==> src/rtl/fft16_sequencer_if.sv <==
// Handshake and address bus between the FFT frame sequencer and its environment.
// master: the sequencer side; slave: the datapath/stream side driving the inputs.
interface fft16_sequencer_if;
    logic        i_start;
    logic        i_in_valid;
    logic        o_in_ready;
    logic        o_wr_en;
    logic [3:0]  o_wr_addr;
    logic        o_bfly_en;
    logic [1:0]  o_stage;
    logic [3:0]  o_rd_addr_a;
    logic [3:0]  o_rd_addr_b;
    logic [2:0]  o_tw_addr;
    logic        o_out_valid;
    logic        i_out_ready;
    logic [3:0]  o_out_addr;
    logic        o_busy;
    logic        o_frame_done;
    logic [15:0] o_frame_cnt;

    modport master (
        input  i_start, i_in_valid, i_out_ready,
        output o_in_ready, o_wr_en, o_wr_addr, o_bfly_en, o_stage, o_rd_addr_a,
               o_rd_addr_b, o_tw_addr, o_out_valid, o_out_addr, o_busy, o_frame_done,
               o_frame_cnt
    );

    modport slave (
        output i_start, i_in_valid, i_out_ready,
        input  o_in_ready, o_wr_en, o_wr_addr, o_bfly_en, o_stage, o_rd_addr_a,
               o_rd_addr_b, o_tw_addr, o_out_valid, o_out_addr, o_busy, o_frame_done,
               o_frame_cnt
    );
endinterface

==> src/rtl/fft16_sequencer.sv <==
// Frame sequencer for the 16-point radix-2 FFT: bit-reversed load, 4 stages of 8
// butterflies with a BFLY_LAT-cycle flush after each stage, natural-order unload.
// Optional: define FFT_SEQ_FRAME_CNT_EN to build the completed-frame counter;
// otherwise o_frame_cnt is tied to zero.
module fft16_sequencer #(
    parameter int unsigned STAGES   = 4,
    parameter int unsigned BFLY_LAT = 2
) (
    input logic               i_clk,
    input logic               i_rst,
    fft16_sequencer_if.master bus
);

    typedef enum logic [2:0] {StIdle, StLoad, StCompute, StFlush, StUnload} state_e;

    localparam logic [1:0] LastStage = 2'(STAGES - 1);
    localparam logic [2:0] LastFlush = 3'(BFLY_LAT - 1);

    state_e     state_q, state_d;
    logic [3:0] cnt_q, cnt_d;      // sample index n in LOAD, result index m in UNLOAD
    logic [2:0] k_q, k_d;          // butterfly index within a stage
    logic [1:0] s_q, s_d;          // stage
    logic [2:0] flush_q, flush_d;
    logic       done_q, done_d;

    logic       in_beat, out_beat, in_stage;
    logic [3:0] k_ext, pos, grp, addr_a, addr_b, span;
    logic [2:0] tw;

    assign in_beat  = (state_q == StLoad) && bus.i_in_valid;
    assign out_beat = (state_q == StUnload) && bus.i_out_ready;
    assign in_stage = (state_q == StCompute) || (state_q == StFlush);

    // State and counter registers
    always_ff @(posedge i_clk or posedge i_rst) begin
        if (i_rst) begin
            state_q <= StIdle;
            cnt_q   <= '0;
            k_q     <= '0;
            s_q     <= '0;
            flush_q <= '0;
            done_q  <= 1'b0;
        end else begin
            state_q <= state_d;
            cnt_q   <= cnt_d;
            k_q     <= k_d;
            s_q     <= s_d;
            flush_q <= flush_d;
            done_q  <= done_d;
        end
    end

    // Next-state and counter sequencing
    always_comb begin
        state_d = state_q;
        cnt_d   = cnt_q;
        k_d     = k_q;
        s_d     = s_q;
        flush_d = flush_q;
        done_d  = 1'b0;
        unique case (state_q)
            StIdle: begin
                if (bus.i_start) begin
                    state_d = StLoad;
                    cnt_d   = '0;
                end
            end
            StLoad: begin
                if (in_beat) begin
                    cnt_d = cnt_q + 4'd1;
                    if (cnt_q == 4'd15) begin
                        state_d = StCompute;
                        s_d     = '0;
                        k_d     = '0;
                    end
                end
            end
            StCompute: begin
                k_d = k_q + 3'd1;
                if (k_q == 3'd7) begin
                    state_d = StFlush;
                    flush_d = '0;
                end
            end
            StFlush: begin
                flush_d = flush_q + 3'd1;
                if (flush_q == LastFlush) begin
                    if (s_q == LastStage) begin
                        state_d = StUnload;
                        cnt_d   = '0;
                    end else begin
                        state_d = StCompute;
                        s_d     = s_q + 2'd1;
                        k_d     = '0;
                    end
                end
            end
            StUnload: begin
                if (out_beat) begin
                    cnt_d = cnt_q + 4'd1;
                    if (cnt_q == 4'd15) begin
                        state_d = StIdle;
                        done_d  = 1'b1;
                    end
                end
            end
            default: state_d = StIdle;
        endcase
    end

    // Butterfly addressing: pos = k mod 2^s, grp = k >> s, a = grp*2^(s+1) + pos
    always_comb begin
        k_ext  = {1'b0, k_q};
        span   = 4'd1 << s_q;
        pos    = k_ext & (span - 4'd1);
        grp    = k_ext >> s_q;
        addr_a = (grp << (3'(s_q) + 3'd1)) | pos;
        addr_b = addr_a + span;
        tw     = 3'(pos[2:0] << (2'd3 - s_q));
    end

    assign bus.o_in_ready   = (state_q == StLoad);
    assign bus.o_wr_en      = in_beat;
    assign bus.o_wr_addr    = in_beat ? {cnt_q[0], cnt_q[1], cnt_q[2], cnt_q[3]} : 4'd0;
    assign bus.o_bfly_en    = (state_q == StCompute);
    assign bus.o_stage      = in_stage ? s_q : 2'd0;
    assign bus.o_rd_addr_a  = (state_q == StCompute) ? addr_a : 4'd0;
    assign bus.o_rd_addr_b  = (state_q == StCompute) ? addr_b : 4'd0;
    assign bus.o_tw_addr    = (state_q == StCompute) ? tw : 3'd0;
    assign bus.o_out_valid  = (state_q == StUnload);
    assign bus.o_out_addr   = (state_q == StUnload) ? cnt_q : 4'd0;
    assign bus.o_busy       = (state_q != StIdle);
    assign bus.o_frame_done = done_q;

`ifdef FFT_SEQ_FRAME_CNT_EN
    logic [15:0] frame_cnt_q;

    // Completed-frame counter; updates on the same edge that raises o_frame_done
    always_ff @(posedge i_clk or posedge i_rst) begin
        if (i_rst) begin
            frame_cnt_q <= '0;
        end else if (done_d) begin
            frame_cnt_q <= frame_cnt_q + 16'd1;
        end
    end

    assign bus.o_frame_cnt = frame_cnt_q;
`else
    assign bus.o_frame_cnt = 16'd0;
`endif

endmodule

==> src/flat_wrapper.sv <==
// flat-port wrapper written by rule: the top's interface ports become plain ports
module fft16_sequencer_flat 
#(
    parameter int unsigned STAGES   = 4,
    parameter int unsigned BFLY_LAT = 2
)
  (i_clk, i_rst, bus_i_start, bus_i_in_valid, bus_i_out_ready, bus_o_in_ready, bus_o_wr_en, bus_o_wr_addr, bus_o_bfly_en, bus_o_stage, bus_o_rd_addr_a, bus_o_rd_addr_b, bus_o_tw_addr, bus_o_out_valid, bus_o_out_addr, bus_o_busy, bus_o_frame_done, bus_o_frame_cnt);
  fft16_sequencer_if bus_i ();
  input logic i_clk;
  input logic i_rst;
  input wire logic [$bits(bus_i.i_start)-1:0] bus_i_start;
  input wire logic [$bits(bus_i.i_in_valid)-1:0] bus_i_in_valid;
  input wire logic [$bits(bus_i.i_out_ready)-1:0] bus_i_out_ready;
  output wire logic [$bits(bus_i.o_in_ready)-1:0] bus_o_in_ready;
  output wire logic [$bits(bus_i.o_wr_en)-1:0] bus_o_wr_en;
  output wire logic [$bits(bus_i.o_wr_addr)-1:0] bus_o_wr_addr;
  output wire logic [$bits(bus_i.o_bfly_en)-1:0] bus_o_bfly_en;
  output wire logic [$bits(bus_i.o_stage)-1:0] bus_o_stage;
  output wire logic [$bits(bus_i.o_rd_addr_a)-1:0] bus_o_rd_addr_a;
  output wire logic [$bits(bus_i.o_rd_addr_b)-1:0] bus_o_rd_addr_b;
  output wire logic [$bits(bus_i.o_tw_addr)-1:0] bus_o_tw_addr;
  output wire logic [$bits(bus_i.o_out_valid)-1:0] bus_o_out_valid;
  output wire logic [$bits(bus_i.o_out_addr)-1:0] bus_o_out_addr;
  output wire logic [$bits(bus_i.o_busy)-1:0] bus_o_busy;
  output wire logic [$bits(bus_i.o_frame_done)-1:0] bus_o_frame_done;
  output wire logic [$bits(bus_i.o_frame_cnt)-1:0] bus_o_frame_cnt;
  assign bus_i.i_start = bus_i_start;
  assign bus_i.i_in_valid = bus_i_in_valid;
  assign bus_i.i_out_ready = bus_i_out_ready;
  assign bus_o_in_ready = bus_i.o_in_ready;
  assign bus_o_wr_en = bus_i.o_wr_en;
  assign bus_o_wr_addr = bus_i.o_wr_addr;
  assign bus_o_bfly_en = bus_i.o_bfly_en;
  assign bus_o_stage = bus_i.o_stage;
  assign bus_o_rd_addr_a = bus_i.o_rd_addr_a;
  assign bus_o_rd_addr_b = bus_i.o_rd_addr_b;
  assign bus_o_tw_addr = bus_i.o_tw_addr;
  assign bus_o_out_valid = bus_i.o_out_valid;
  assign bus_o_out_addr = bus_i.o_out_addr;
  assign bus_o_busy = bus_i.o_busy;
  assign bus_o_frame_done = bus_i.o_frame_done;
  assign bus_o_frame_cnt = bus_i.o_frame_cnt;
  fft16_sequencer #(.STAGES(STAGES), .BFLY_LAT(BFLY_LAT)) u_core (.i_clk(i_clk), .i_rst(i_rst), .bus(bus_i));
endmodule
==> config.mk <==
export PLATFORM = sky130hd
export DESIGN_NAME = fft16_sequencer_flat
export DESIGN_NICKNAME = d
export VERILOG_FILES = /design/src/rtl/fft16_sequencer_if.sv /design/src/rtl/fft16_sequencer.sv /design/src/flat_wrapper.sv
export SDC_FILE = /design/constraint.sdc
export NUM_CORES = 1
export LEC_CHECK = 0
export CORE_UTILIZATION = 40
export DETAILED_ROUTE_END_ITERATION = 10
export GPL_TIMING_DRIVEN = 0
export PLACE_DENSITY = 0.67
export SLEW_MARGIN = 20
export SYNTH_ARGS = -nofsm -noshare
export SYNTH_HDL_FRONTEND = slang
export SYNTH_SLANG_ARGS = --single-unit
==> constraint.sdc <==
create_clock -name i_clk -period 4.2 [get_ports i_clk]
set_clock_uncertainty 0.15 [all_clocks]
set_input_delay 0.84 -clock i_clk [delete_from_list [all_inputs] [get_ports i_clk]]
set_output_delay 0.84 -clock i_clk [all_outputs]
set_load 0.03 [all_outputs]
# == Word level (Yosys, flattened, before mapping) ==
# Index checks and enable logic that the tools add are counted.
# word_totals
output_inout_bits,43
input_bits,5
reg_bits,16
# op_classes
shift,4
n_reduce_logical,14
n_addsub,8
eq_ne,17
bitwise_logic,2
muxes,35
# op_table
op,n
$mux 3,13
$mux 4,9
$pmux 4 s4,1
$pmux 3 s5,1
$mux 2,5
$ne 2x1->1 const B,5
$reduce_and 5->1,2
$pmux 3 s3,1
$ne 2x2->1 const B,4
$reduce_and 7->1,1
$add 3x1->3 const B,2
$eq 3x1->1 const B,2
$eq 3x2->1 const B,2
$eq 3x3->1 const B,2
$pmux 3 s2,1
$reduce_and 6->1,1
$reduce_bool 3->1,2
$add 4x1->4 const B,1
$add 4x4->4,1
$and 3x4->4,1
$eq 4x4->1 const B,1
$or 4x4->4,1
$pmux 2 s2,1
$reduce_bool 2->1,2
other kinds (15),18

# == Depth between registers and ports, before layout ==
# logic_depth
ltp_word,6
mapped_depth,12
mapped_depth_nobuf,11

# == Worst setup path before layout ==
# Ideal clock, no wire load.
# synth_path
path_kind,register -> output
from,reg u_core.s_q[0]
to,out bus_o_rd_addr_b[3]
stages_incl_launch_ff,13
path_buffers,1
t_arrival_ns,2.832
slack_ns,0.378
cell_sequence,dfrtp_1 > clkbuf_1 > inv_1 > ha_1 > xnor2_1 > and2_1 > a31oi_1 > inv_1 > ha_1 > a21o_1 > a21oi_1 > nand2_1 > mux2i_1
# synth_between
elab_chain_len,6
# synth_rtl
element,line_no,rtl
"start, declared",fft16_sequencer.sv:22,"logic [1:0] s_q, s_d;"
"start signal, assigned",fft16_sequencer.sv:40,s_q <= '0;
"start signal, assigned",fft16_sequencer.sv:47,s_q <= s_d;
$shl 1x2->4,fft16_sequencer.sv:114,span = 4'd1 << s_q;
$sub 4x1->4,fft16_sequencer.sv:115,pos = k_ext & (span - 4'd1);
$and 3x4->4,fft16_sequencer.sv:115,
$or 4x4->4,fft16_sequencer.sv:117,addr_a = (grp << (3'(s_q) + 3'd1)) | pos;
$add 4x4->4 (*),fft16_sequencer.sv:118,addr_b = addr_a + span;
$mux 4 (*),fft16_sequencer.sv:128,assign bus.o_rd_addr_b = (state_q == StCompute) ? addr_b : 4'd0;
"end, declared",flat_wrapper.sv:20,output wire logic [$bits(bus_i.o_rd_addr_b)-1:0] bus_o_rd_addr_b;
# Mark *: on every way between the ends. The rest lies on a longest branch, timed or not.

# == Worst setup path in the final report ==
# Ends and elaborated chain as after synthesis.

==> run_results.csv <==
group,metric,value,unit
pwr,fin_total_pwr,0.7490,mW
worst_hold_path,hp-class,"reg2reg",
synth,synth_cell_types,45,
clock_network,clkTransAtPathRegs,0.06,ns
sta,holdWs,0.3649,ns
floorplanning,start_util,41.86,%
place,portBuffers,31,
clock_network,cts_buffer_depth,2,
route,routed_wl,3324,um
grt,grt_max_degree,17,
route,first_pass_iters,4,
pwr,ir_drop,205.0,uV
synth,ys.flop_type,"dfrtp_1",
synth,yosys-top-cells-count,"buf_4, dfrtp_1, nand2_1, ha_1",
synth,synth_top_area_share,25.93,%
finish,post-route-util,54.99,%
worst_setup_path,crit_arrival,3.00,ns
pwr,power.leakage,0.9384,nW
clock_network,clock_sinks,16,
sta,drv_slew,0,
worst_setup_path,cp-start-kind,"register",
clock_network,insertion_delay,0.25,ns
job,max_cap_violations,0,
synth,avgSynthCellArea,8.346,um^2
finish,multi_input_area,993.5,um^2
sta,hold_viol_final,0,
synth,synth_edf_count,0,
synth,yosysTopAreaCell,"dfrtp_1",
synth,synth_seq_cells,16,
route,avgViaCountPerCell,4.901,
pwr,p_per_area,369.3,nW/um^2
finish,fill_cells,365,
clock_network,cts_made_buffers,3,
sta,layout_setup_ws,0.2117,ns
worst_setup_path,worstPathMaxFanout,10,
grt,grtUsageTotal,17.13,%
route,vias,1382,
place,dp_slack,-0.3227,ns
worst_setup_path,cp-end-kind,"output pin",
worst_setup_path,cp.required,3.21,ns
floorplanning,core,3689,um^2
route,ant_nets,0,
sta,fin_crit_sh,94.96,%
clock_network,ctsHoldBuffers,0,
finish,n_antenna_cell,0,
place,dp_hpwl,2559,um
sta,finalCriticalPeriod,3.988,ns
synth,synth_area_leaders,"dfrtp_1, ha_1, buf_4",
sta,rsz0062_at_grt,"no",
synth,synth_most_common_cell,"buf_4",
grt,grt_overflow,0,
finish,seq_area,401.6,um^2
floorplanning,dieArea,4113,um^2
synth,synth-async-reset-ratio,100.0,%
sta,fin_setup_tns,0,ns
finish,final_cells,282,
sta,max_slew_margin,59.00,%
grt,grt_pass1_wl,5609,um
clock_network,cts_root_buf,"clkbuf_8",
finish,layout.nets,255,
floorplanning,num_rows,22,
grt,grt_pass1_vias,1193,
finish,layout-drive-gt1-share,16.24,%
route,drt_iter0_drc,87,
floorplanning,io_pins,48,
route,wire_per_inst,11.79,um
floorplanning,dieWidth,64.13,um
synth,synthCells,185,
synth,yosysWarnings,0,
place,placed_area,1971,um^2
sta,setup-violations-final,0,
clock_network,cts_max_level,1,
floorplanning,die_h,64.13,um
worst_setup_path,criticalPathCategory,"reg2out",
finish,areaGrowthSynthToFinish,31.36,%
sta,fmax,0.2507,GHz
route,drc_errors,0,
sta,worstMarginPinSlew,0.6143,ns
finish,final_area,2028,um^2
grt,antenna_found_initial,0,
place,dp.cells,279,
synth,synthesis.area,1544,um^2
synth,synth_seq_area_share,25.93,%
clock_network,cts_tree,"done",
status,outcome,"completed",
place,place.gp.congestion,0.8113,
[worst max-delay path: stages, from the launching register on]
cell and delay [ns]:
dfrtp_2 0.42, clkbuf_4 0.21, inv_1 0.13, ha_1 0.27, xnor2_1 0.13, and2_1 0.20, a31oi_4 0.19, inv_1 0.07
ha_1 0.26, a21o_1 0.19, a21oi_1 0.17, nand2_1 0.07, mux2i_1 0.12, clkdlybuf4s18_2 0.31
[metal layers]
| layer | vias up | GRT usage (%) | wire [um] |
|---|---|---|---|
| met4 | 0 | 3.889 | 14 |
| met5 | - | 0 | 0 |
| met1 | 643 | 25.61 | 1652 |
| met3 | 2 | 3.393 | 140 |
| li1 | 704 | - | - |
| met2 | 33 | 25.13 | 1516 |
[report_power, final]
group / internal (mW) / switching (mW) / leakage [nW]
Sequential: 0.184 / 0.0378 / 0.197
Combinational: 0.177 / 0.237 / 0.720
Clock: 0.0635 / 0.0494 / 0.0216
[state kept, by name, indices dropped and copies added (netlist names)]
name / cells
u_core.flush_q: 3
u_core.k_q: 3
u_core.state_q: 3
u_core.bus.o_frame_done: 1
u_core.s_q: 2
u_core.cnt_q: 4
[final timing paths]
check,start,end,slack (ns),cells after the start
min,u_core.flush_q[1]$_DFFE_PP0P_,u_core.flush_q[1]$_DFFE_PP0P_,0.36,2
min reg2reg,u_core.flush_q[1]$_DFFE_PP0P_,u_core.flush_q[1]$_DFFE_PP0P_,0.36,2
min in group asynchronous,i_rst,u_core.state_q[0]$_DFFE_PP0P_,0.82,2
max,u_core.s_q[0]$_DFFE_PP0P_,bus_o_rd_addr_b[3],0.21,13
max reg2reg,u_core.s_q[1]$_DFFE_PP0P_,u_core.cnt_q[1]$_DFFE_PP0P_,2.07,6
max in group asynchronous,i_rst,u_core.s_q[0]$_DFFE_PP0P_,2.65,2
[layout make-up]
| cell class | instances | share of cell area [%] |
|---|---|---|
| plain buffers | 25 | 9.007 |
| well taps | 48 | 2.961 |
| repair buffers | 31 | 14.99 |
| clock buffers | 3 | 2.036 |
| multi-input cells | 147 | 48.98 |
| flip-flops and latches | 16 | 19.80 |
| inverters | 12 | 2.221 |
[kinds of logic (layout without fill, tap and decap cells)]
logic type	after synthesis	count (layout)	synth area share, %
and+or+nand+nor	71	71	26.58
AOI/OAI and AO/OA	40	40	17.10
buffers and inverters	37	71	14.34
DFF	16	16	25.93
adders and majority gates	14	14	11.83
xor gates and xnor gates	3	3	1.702
muxes	3	3	2.269
other	1	16	0.2429
[timing repair]
| item | in CTS | in global routing |
|---|---|---|
| endpoints found under the setup margin | 3 | 3 |
| buffers inserted | 0 | 0 |
| gates resized for setup | 8 | 7 |
[layout by cell type, fill, tap and decap left out, types with 3 or more instances in the layout]
| master | Yosys | final |
|---|---|---|
| clkdlybuf4s50_1 | 0 | 28 |
| nor3_1 | 3 | 3 |
| nand3b_1 | 3 | 3 |
| a21oi_1 | 10 | 10 |
| clkbuf_8 | 0 | 3 |
| nand2b_1 | 11 | 11 |
| nor2b_1 | 4 | 4 |
| o21ai_0 | 9 | 9 |
| a22o_1 | 6 | 6 |
| nor2_1 | 9 | 9 |
| nand2_1 | 14 | 14 |
| ha_1 | 13 | 13 |
| buf_4 | 18 | 18 |
| inv_1 | 11 | 11 |
| dfrtp_1 | 16 | 15 |
| nand3_1 | 4 | 4 |
| a31oi_1 | 4 | 3 |
| and2_1 | 11 | 11 |
| conb_1 | 1 | 16 |
No activity file was read; power rests on OpenSTA's default activity.
